<file path="src/rtl/grid_frame_sched.sv">
// grid_frame_sched: owns the 8x18 back buffer and serialises cell writes, line-clear passes
// and end-of-frame swaps so the display only ever sees whole-operation snapshots.
module grid_frame_sched #(
    parameter int COLS  = 8,
    parameter int ROWS  = 18,
    parameter int CELLS = COLS*ROWS
) (
    input  logic             clk,
    input  logic             rst,
    input  logic             wr_valid,
    output logic             wr_ready,
    input  logic [7:0]       wr_x,
    input  logic [7:0]       wr_y,
    input  logic             wr_val,
    output logic             wr_err,
    input  logic             clear_req,
    output logic             clear_busy,
    output logic             clear_done,
    output logic [4:0]       lines_cleared,
    input  logic             frame_end,
    output logic [CELLS-1:0] data_swap,
    output logic             draw_finish
);
    typedef enum logic [1:0] {IDLE, SWAP, SCAN, SHIFT} state_t;
    state_t state, state_n;
    logic [CELLS-1:0] grid;
    logic swap_pend, clear_pend, row_full, in_range;
    logic [4:0] row_ptr, shift_ptr, count;
    logic [7:0] wr_idx, row_idx, sh_idx, src_idx;
    assign wr_idx     = {wr_y[4:0], wr_x[2:0]};
    assign row_idx    = {row_ptr, 3'b000};
    assign sh_idx     = {shift_ptr, 3'b000};
    assign src_idx    = sh_idx - 8'd8;
    assign row_full   = &grid[row_idx +: 8];
    assign in_range   = wr_x < 8'(COLS) && wr_y < 8'(ROWS);
    assign wr_ready   = state == IDLE && !swap_pend && !clear_pend;
    assign clear_busy = clear_pend || state == SCAN || state == SHIFT;
    always_ff @(posedge clk or posedge rst)
        if (rst) state <= IDLE;
        else     state <= state_n;
    always_comb begin
        state_n = state;
        unique case (state)
            IDLE:    state_n = swap_pend ? SWAP : clear_pend ? SCAN : IDLE;
            SWAP:    state_n = IDLE;
            SCAN:    state_n = row_full ? SHIFT : row_ptr == 5'd0 ? IDLE : SCAN;
            SHIFT:   state_n = shift_ptr == 5'd0 ? SCAN : SHIFT;
            default: state_n = IDLE;
        endcase
    end
    // Pending requests arriving in any state merge into one flag; swaps win over passes in IDLE.
    always_ff @(posedge clk or posedge rst) begin
        if (rst) begin
            grid          <= '0;
            data_swap     <= '0;
            draw_finish   <= 1'b0;
            wr_err        <= 1'b0;
            clear_done    <= 1'b0;
            lines_cleared <= '0;
            swap_pend     <= 1'b0;
            clear_pend    <= 1'b0;
            row_ptr       <= '0;
            shift_ptr     <= '0;
            count         <= '0;
        end else begin
            draw_finish <= 1'b0;
            wr_err      <= 1'b0;
            clear_done  <= 1'b0;
            swap_pend   <= frame_end || (swap_pend && state != SWAP);
            clear_pend  <= clear_req || (clear_pend && !(state == IDLE && !swap_pend));
            unique case (state)
                IDLE:
                    if (!swap_pend && clear_pend) begin
                        row_ptr <= 5'(ROWS-1);
                        count   <= '0;
                    end else if (wr_ready && wr_valid) begin
                        if (in_range) grid[wr_idx] <= wr_val;
                        else          wr_err       <= 1'b1;
                    end
                SWAP: begin
                    data_swap   <= grid;
                    draw_finish <= 1'b1;
                end
                SCAN:
                    if (row_full) begin
                        shift_ptr <= row_ptr;
                        count     <= count == 5'd31 ? count : count + 5'd1;
                    end else if (row_ptr == 5'd0) begin
                        clear_done    <= 1'b1;
                        lines_cleared <= count;
                    end else
                        row_ptr <= row_ptr - 5'd1;
                SHIFT:
                    if (shift_ptr != 5'd0) begin
                        grid[sh_idx +: 8] <= grid[src_idx +: 8];
                        shift_ptr         <= shift_ptr - 5'd1;
                    end else
                        grid[7:0] <= '0;
                default: ;
            endcase
        end
    end
endmodule
</file>
<file path="config.mk">
export PLATFORM = sky130hd
export DESIGN_NAME = grid_frame_sched
export DESIGN_NICKNAME = d
export VERILOG_FILES = /design/src/rtl/grid_frame_sched.sv
export SDC_FILE = /design/constraint.sdc
export NUM_CORES = 1
export LEC_CHECK = 0
export CAP_MARGIN = 40
export CORE_UTILIZATION = 58
export CTS_CLUSTER_DIAMETER = 200
export DETAILED_ROUTE_END_ITERATION = 8
export DONT_BUFFER_PORTS = 1
export PLACE_DENSITY = 0.76
export SYNTH_ARGS = -nofsm -noshare
export SYNTH_HDL_FRONTEND = slang
export SYNTH_SLANG_ARGS = --single-unit
export TNS_END_PERCENT = 1
</file>
<file path="constraint.sdc">
create_clock -name clk -period 10.5 [get_ports clk]
set_input_delay 1.575 -clock clk [delete_from_list [all_inputs] [get_ports clk]]
set_output_delay 1.575 -clock clk [all_outputs]
set_load 0.1 [all_outputs]
</file>
-- After elaboration in Yosys (flattened, before gate mapping)
Index checks and enable logic that the tools add are counted.
- multiplexer cells: 35
- bitwise logic cells: 1
- add/subtract/negate cells: 5
- eq/ne operators: 14
- shifts and indexed selects: 4
- $lt $le $gt $ge: 4
- reductions and logical operators: 29
- operator list (kind ; count):
    144-bit two-way mux ; 3
    144-bit bitwise mux ; 2
    144-bit case mux with 2 select lines ; 1
    144-bit by 9-bit variable part select with 8-bit output ; 2
    8-bit by 10-bit variable shift with 144-bit output, first input constant ; 1
    8-bit by 10-bit variable part select with 144-bit output ; 1
    136-bit two-way mux ; 1
    5-bit two-way mux ; 8
    5-bit case mux with 2 select lines ; 3
    2-bit != test, second input constant ; 6
    4-bit AND reduction ; 3
    5-bit logical NOT ; 2
    1-bit two-way mux ; 10
    8-bit negator with 10-bit output ; 1
    5-bit by 1-bit subtractor with 5-bit output, second input constant ; 2
    8-bit by 9-bit less-than comparator with 1-bit output, second input constant ; 1
    1-bit demux with 8-bit select ; 1
    8-bit by 1-bit greater-or-equal comparator with 1-bit output, second input constant ; 1
    1-bit logical AND ; 8
    8-bit by 4-bit less-than comparator with 1-bit output, second input constant ; 1
    8-bit by 5-bit less-than comparator with 1-bit output, second input constant ; 1
    2-bit two-way mux ; 4
    8-bit two-way mux ; 1
    2-bit by 1-bit != test with 1-bit output, second input constant ; 4
    15 further kinds ; 24
- input bits: 22
- word-level logic and storage cells: 105
- output and inout bits: 154
- flip-flop bits (word level): 315

-- Depth between registers and ports, before layout
- word-level depth: 9
- mapped depth: 15
- depth with buffers taken out: 10

-- Least setup slack after synthesis
Ideal clock, no wire load.
- path kind: register -> register
- from: reg shift_ptr[0]
- to: reg grid[6]
- setup time: 127 ps
- path buffers: 4
- slack: 6920 ps
- arrival: 3453 ps
- required time: 10373 ps
- period minus slack after synthesis: 3580 ps
- stages on the path, launching flop included: 15
- path through: dfrtp_1 buf_6 buf_6 buf_6 inv_1 ha_1 nor3b_1 ha_1 clkbuf_1 or4_1 nor3_1 o21ai_1 o21ai_1 nand2_1 mux2_1
- word-level cells in the longest chain between the ends: 6
- elaborated cells on any way between the ends: 9
- classes of those cells: 2 x add/sub; 3 x shift; 3 x mux; 1 x reduce/logical
- ends and longest elaborated chain (element ; RTL line ; text):
    start, declared ; 28 ; logic [4:0] row_ptr, shift_ptr, count;
    start signal, assigned ; 86 ; shift_ptr <= row_ptr;
    start signal, assigned ; 96 ; shift_ptr <= shift_ptr - 5'd1;
    8-bit by 4-bit subtractor with 8-bit output ; 33 ; assign src_idx = sh_idx - 8'd8;
    144-bit by 9-bit variable part select with 8-bit output ; 95 ; grid[sh_idx +: 8] <= grid[src_idx +: 8];
    8-bit by 10-bit variable part select with 144-bit output ; 95 ;
    144-bit bitwise mux ; 95 ;
    8-bit two-way mux * ; 94 ; if (shift_ptr != 5'd0) begin
    144-bit case mux with 2 select lines * ; 71 ; unique case (state)
    end signal, assigned by index ; 77 ; if (in_range) grid[wr_idx] <= wr_val;
    end signal, assigned by index ; 95 ;
    end, declared ; 26 ; logic [CELLS-1:0] grid;
Mark *: on every way between the ends. The rest lies on a longest branch, timed or not.
A chain may end at the register's enable or synchronous reset.

-- Worst setup path in the final report
- from: reg shift_ptr[1]
- to: reg grid[59]
- word-level cells in the longest chain between the ends: 6
- elaborated cells on any way between the ends: 11
- classes of those cells: 2 x add/sub; 1 x eq/ne; 3 x shift; 3 x mux; 2 x reduce/logical
- ends and longest elaborated chain (element ; RTL line):
    8-bit by 4-bit subtractor with 8-bit output ; 33
    144-bit by 9-bit variable part select with 8-bit output ; 95
    8-bit by 10-bit variable part select with 144-bit output ; 95
    144-bit bitwise mux ; 95
    136-bit two-way mux ; 94
    144-bit case mux with 2 select lines ; 71
Parallel ways exist; a longest one is shown, timed or not. The select of a mux whose other input is x is not followed.

==> qor.txt <==
status: finished with violations
failing checks: DRC
clock root buffer: clkbuf_16
Die ar.: 0.0300 sq mm
gpl congestion: 1.06
DR WL/cell: 26.0 um
Tightest Hold Check Type: flip-flop to flip-flop
top cell type's share of synthesized area: 46.3%
Fin. Hold Viols: 0
XOR/XNOR Fraction of Synth Area: 0.536%
Fillers: 2079
Tot GR Track Use: 41.7%
largest net degree at the start of global routing: 179
final setup vio count: 0
Core Area: 0.0288 sq mm
Cell Area, Synth: 0.0170 sq mm
crit share post-route: 36.4%
DRT Pass-1 Iters: 9
RSZ-0062 raised after global routing: no
Max-Cap Viols: 0
row cnt: 62
footprint of the multi-input gates: 0.00840 sq mm
nets: 2055
Post-CTS Resized: 0
Avg Inst Size Synth: 8.51 sq um
CTS tree: built
Compound-Gate Fraction of Synth Area: 16.4%
Synth Instances: 2001
P&R area growth vs syn: 21.2%
Setup CP Type: flip-flop to flip-flop
Post-Route WL: 63300 um
Ys Warns: 0
Synth cell types: 67
EDFF count, synth: 0
hold buffers post-CTS: 0
H-Tree Depth: 2
Clock Pin Slew Worst Setup and Hold Paths: 0.06 ns
CTS max path bufs: 3
IO buf count: 0
Critical Path AT: 4.24 ns
Synth area leaders: dfrtp_1 (46%), nand2_1 (16%), a21oi_1 (5.4%)
Max Freq: 262 MHz
vias in the first global route: 16100
ys async rst share: 100%
CP endpoint kind: flip-flop
antenna violations before repair: 2
first-pass GRT wire length: 95600 um
mux contribution to synthesized area: 6.94%
Antenna Nets Post-Route: 0
WP data required: 10.92 ns
Num CTS Buffers: 35
Synth Area in Adders: 0.735%
sequential share of the synthesized area: 46.3%
Initial Util: 59.2%
skew final: 0.0175 ns
Final min period: 3.82 ns
syn_nets: 2033
CTS Sinks: 315
share of cells above drive strength 1: 14.0%
cell taking the most area after synthesis: dfrtp_1
Overflow after GRT: 0
Starting DRT DRC Count: 2893
Post-synth top flop: dfrtp_1
Rel. slew slack: 28.7%
DR vias/cell: 6.85
Slew @ Worst Pin: 1.07 ns
Post-Route Setup TNS: 0 ns
Sequential Area: 0.00788 sq mm
die height: 173 um
Via Count: 16700
Clk Latency, worst-skew pair: 0.52 ns
I/O pin cnt: 176
crit start category: flip-flop
area share of and/or/nand/nor cells after synthesis: 24.5%
postcts setup bufs: 0
largest family of logic cells by synthesized area: simple AND/OR/NAND/NOR gates
die width: 173 um
crit path max fanout: 43
Max Transition Viols Final: 0
dpl hpwl: 43500 um
R2R Setup Slk: 6.68 ns
DRC Markers: 2
#FFs+latches synth: 315
==> kinds of logic after synthesis <==
group                    after synthesis
AND/OR/NAND/NOR                      989
AO/OA/AOI/OAI                        443
flip-flops                           315
buffers and inverters                163
multiplexers                          74
adder cells (fa/ha/maj)               10
XOR/XNOR                               7
==> final cells by class <==
| class | count | share of cell area [%] |
|---|---|---|
| multi-input combinational | 1523 | 40.7 |
| sequential | 315 | 38.2 |
| timing repair buffer | 124 | 12.9 |
| clock buffer | 49 | 4.84 |
| tap | 384 | 2.33 |
| clock inverter | 13 | 0.503 |
| inverter | 24 | 0.485 |
| antenna | 2 | 0.0243 |
==> metrics by stage <==
step / util (%) / hold slack, ns / area (sq um) / std cells / worst slack (ns)
2_1_floorplan: - / 0.470 / 17000 / 2001 / 0.210
5_1_grt: 71.7 / 0.572 / 20600 / 2432 / 6.58
3_3_place_gp: 59.3 / 0.525 / 17100 / 2272 / 6.72
6_report: 71.7 / 0.544 / 20600 / 2434 / 6.68
4_1_cts: 69.7 / 0.544 / 20000 / 2411 / 6.81
3_5_place_dp: 65.8 / 0.528 / 18900 / 2349 / 6.64
==> worst max-delay path: stages (launching register included) <==
cell	delay (ns)
dfrtp_1	0.47
inv_1	0.14
ha_1	0.29
buf_4	0.48
inv_1	0.25
nor4_4	0.57
a32o_1	0.81
buf_4	0.37
nand2_1	0.08
a41oi_1	0.25
==> per-layer routing <==
layer	routed length, um	share of wire [%]	vias up	global-route usage, %
met5	13	0.021	-	0
met4	5020	7.9	2	28.5
met3	8380	13	363	11.7
met2	27700	44	1313	61.5
met1	22200	35	7961	53.4
li1	-	-	7034	-
==> flip-flops by register name (all words and copies together), names as in the netlist <==
signal         cells
draw_finish        1
clear_done         1
count              5
swap_pend          1
grid             144
wr_err             1
row_ptr            5
shift_ptr          5
clear_pend         1
data_swap        144
state              2
lines_cleared      5
==> cell usage after synthesis, drive strengths merged, types with 9 or more instances <==
cell	number
a21oi	185
a31oi	25
a41oi	80
and3	23
buf	62
clkbuf	77
dfrtp	315
ha	10
inv	24
mux2	33
mux2i	9
mux4	32
nand2	738
nand3	48
nand4	28
nor2	76
nor2b	9
nor3	26
o21ai	108
==> path summary, 6_finish.rpt <==
kind | start | cells after the start | end
setup / recovery | shift_ptr[1] | 9 | grid[59]
max in group asynchronous | rst | 2 | grid[68]
setup reg to reg | shift_ptr[1] | 9 | grid[59]
hold / removal | count[4] | 1 | lines_cleared[4]
hold reg to reg | count[4] | 1 | lines_cleared[4]
min in group asynchronous | rst | 1 | data_swap[134]
==> cell usage in the layout (no fill, tap or decap), types with 5 or more instances in the layout <==
cell type,count
a211o_1,7
a21oi_1,182
a31oi_1,25
a32o_1,8
a41oi_1,73
a41oi_2,7
and3_1,23
buf_16,85
buf_4,35
clkbuf_1,7
clkbuf_16,35
clkbuf_8,7
clkinv_2,8
dfrtp_1,314
ha_1,10
inv_1,14
inv_2,8
mux2_2,31
mux2i_1,9
mux4_2,32
nand2_1,736
nand2b_1,6
nand3_1,45
nand4_1,28
nand4b_1,6
nor2_1,73
nor2b_1,9
nor3_1,23
nor4_1,5
o21ai_0,91
o21ai_1,15
Power is not shown: default switching activity piles up to over one toggle a cycle in this logic, so the estimate is an artifact.
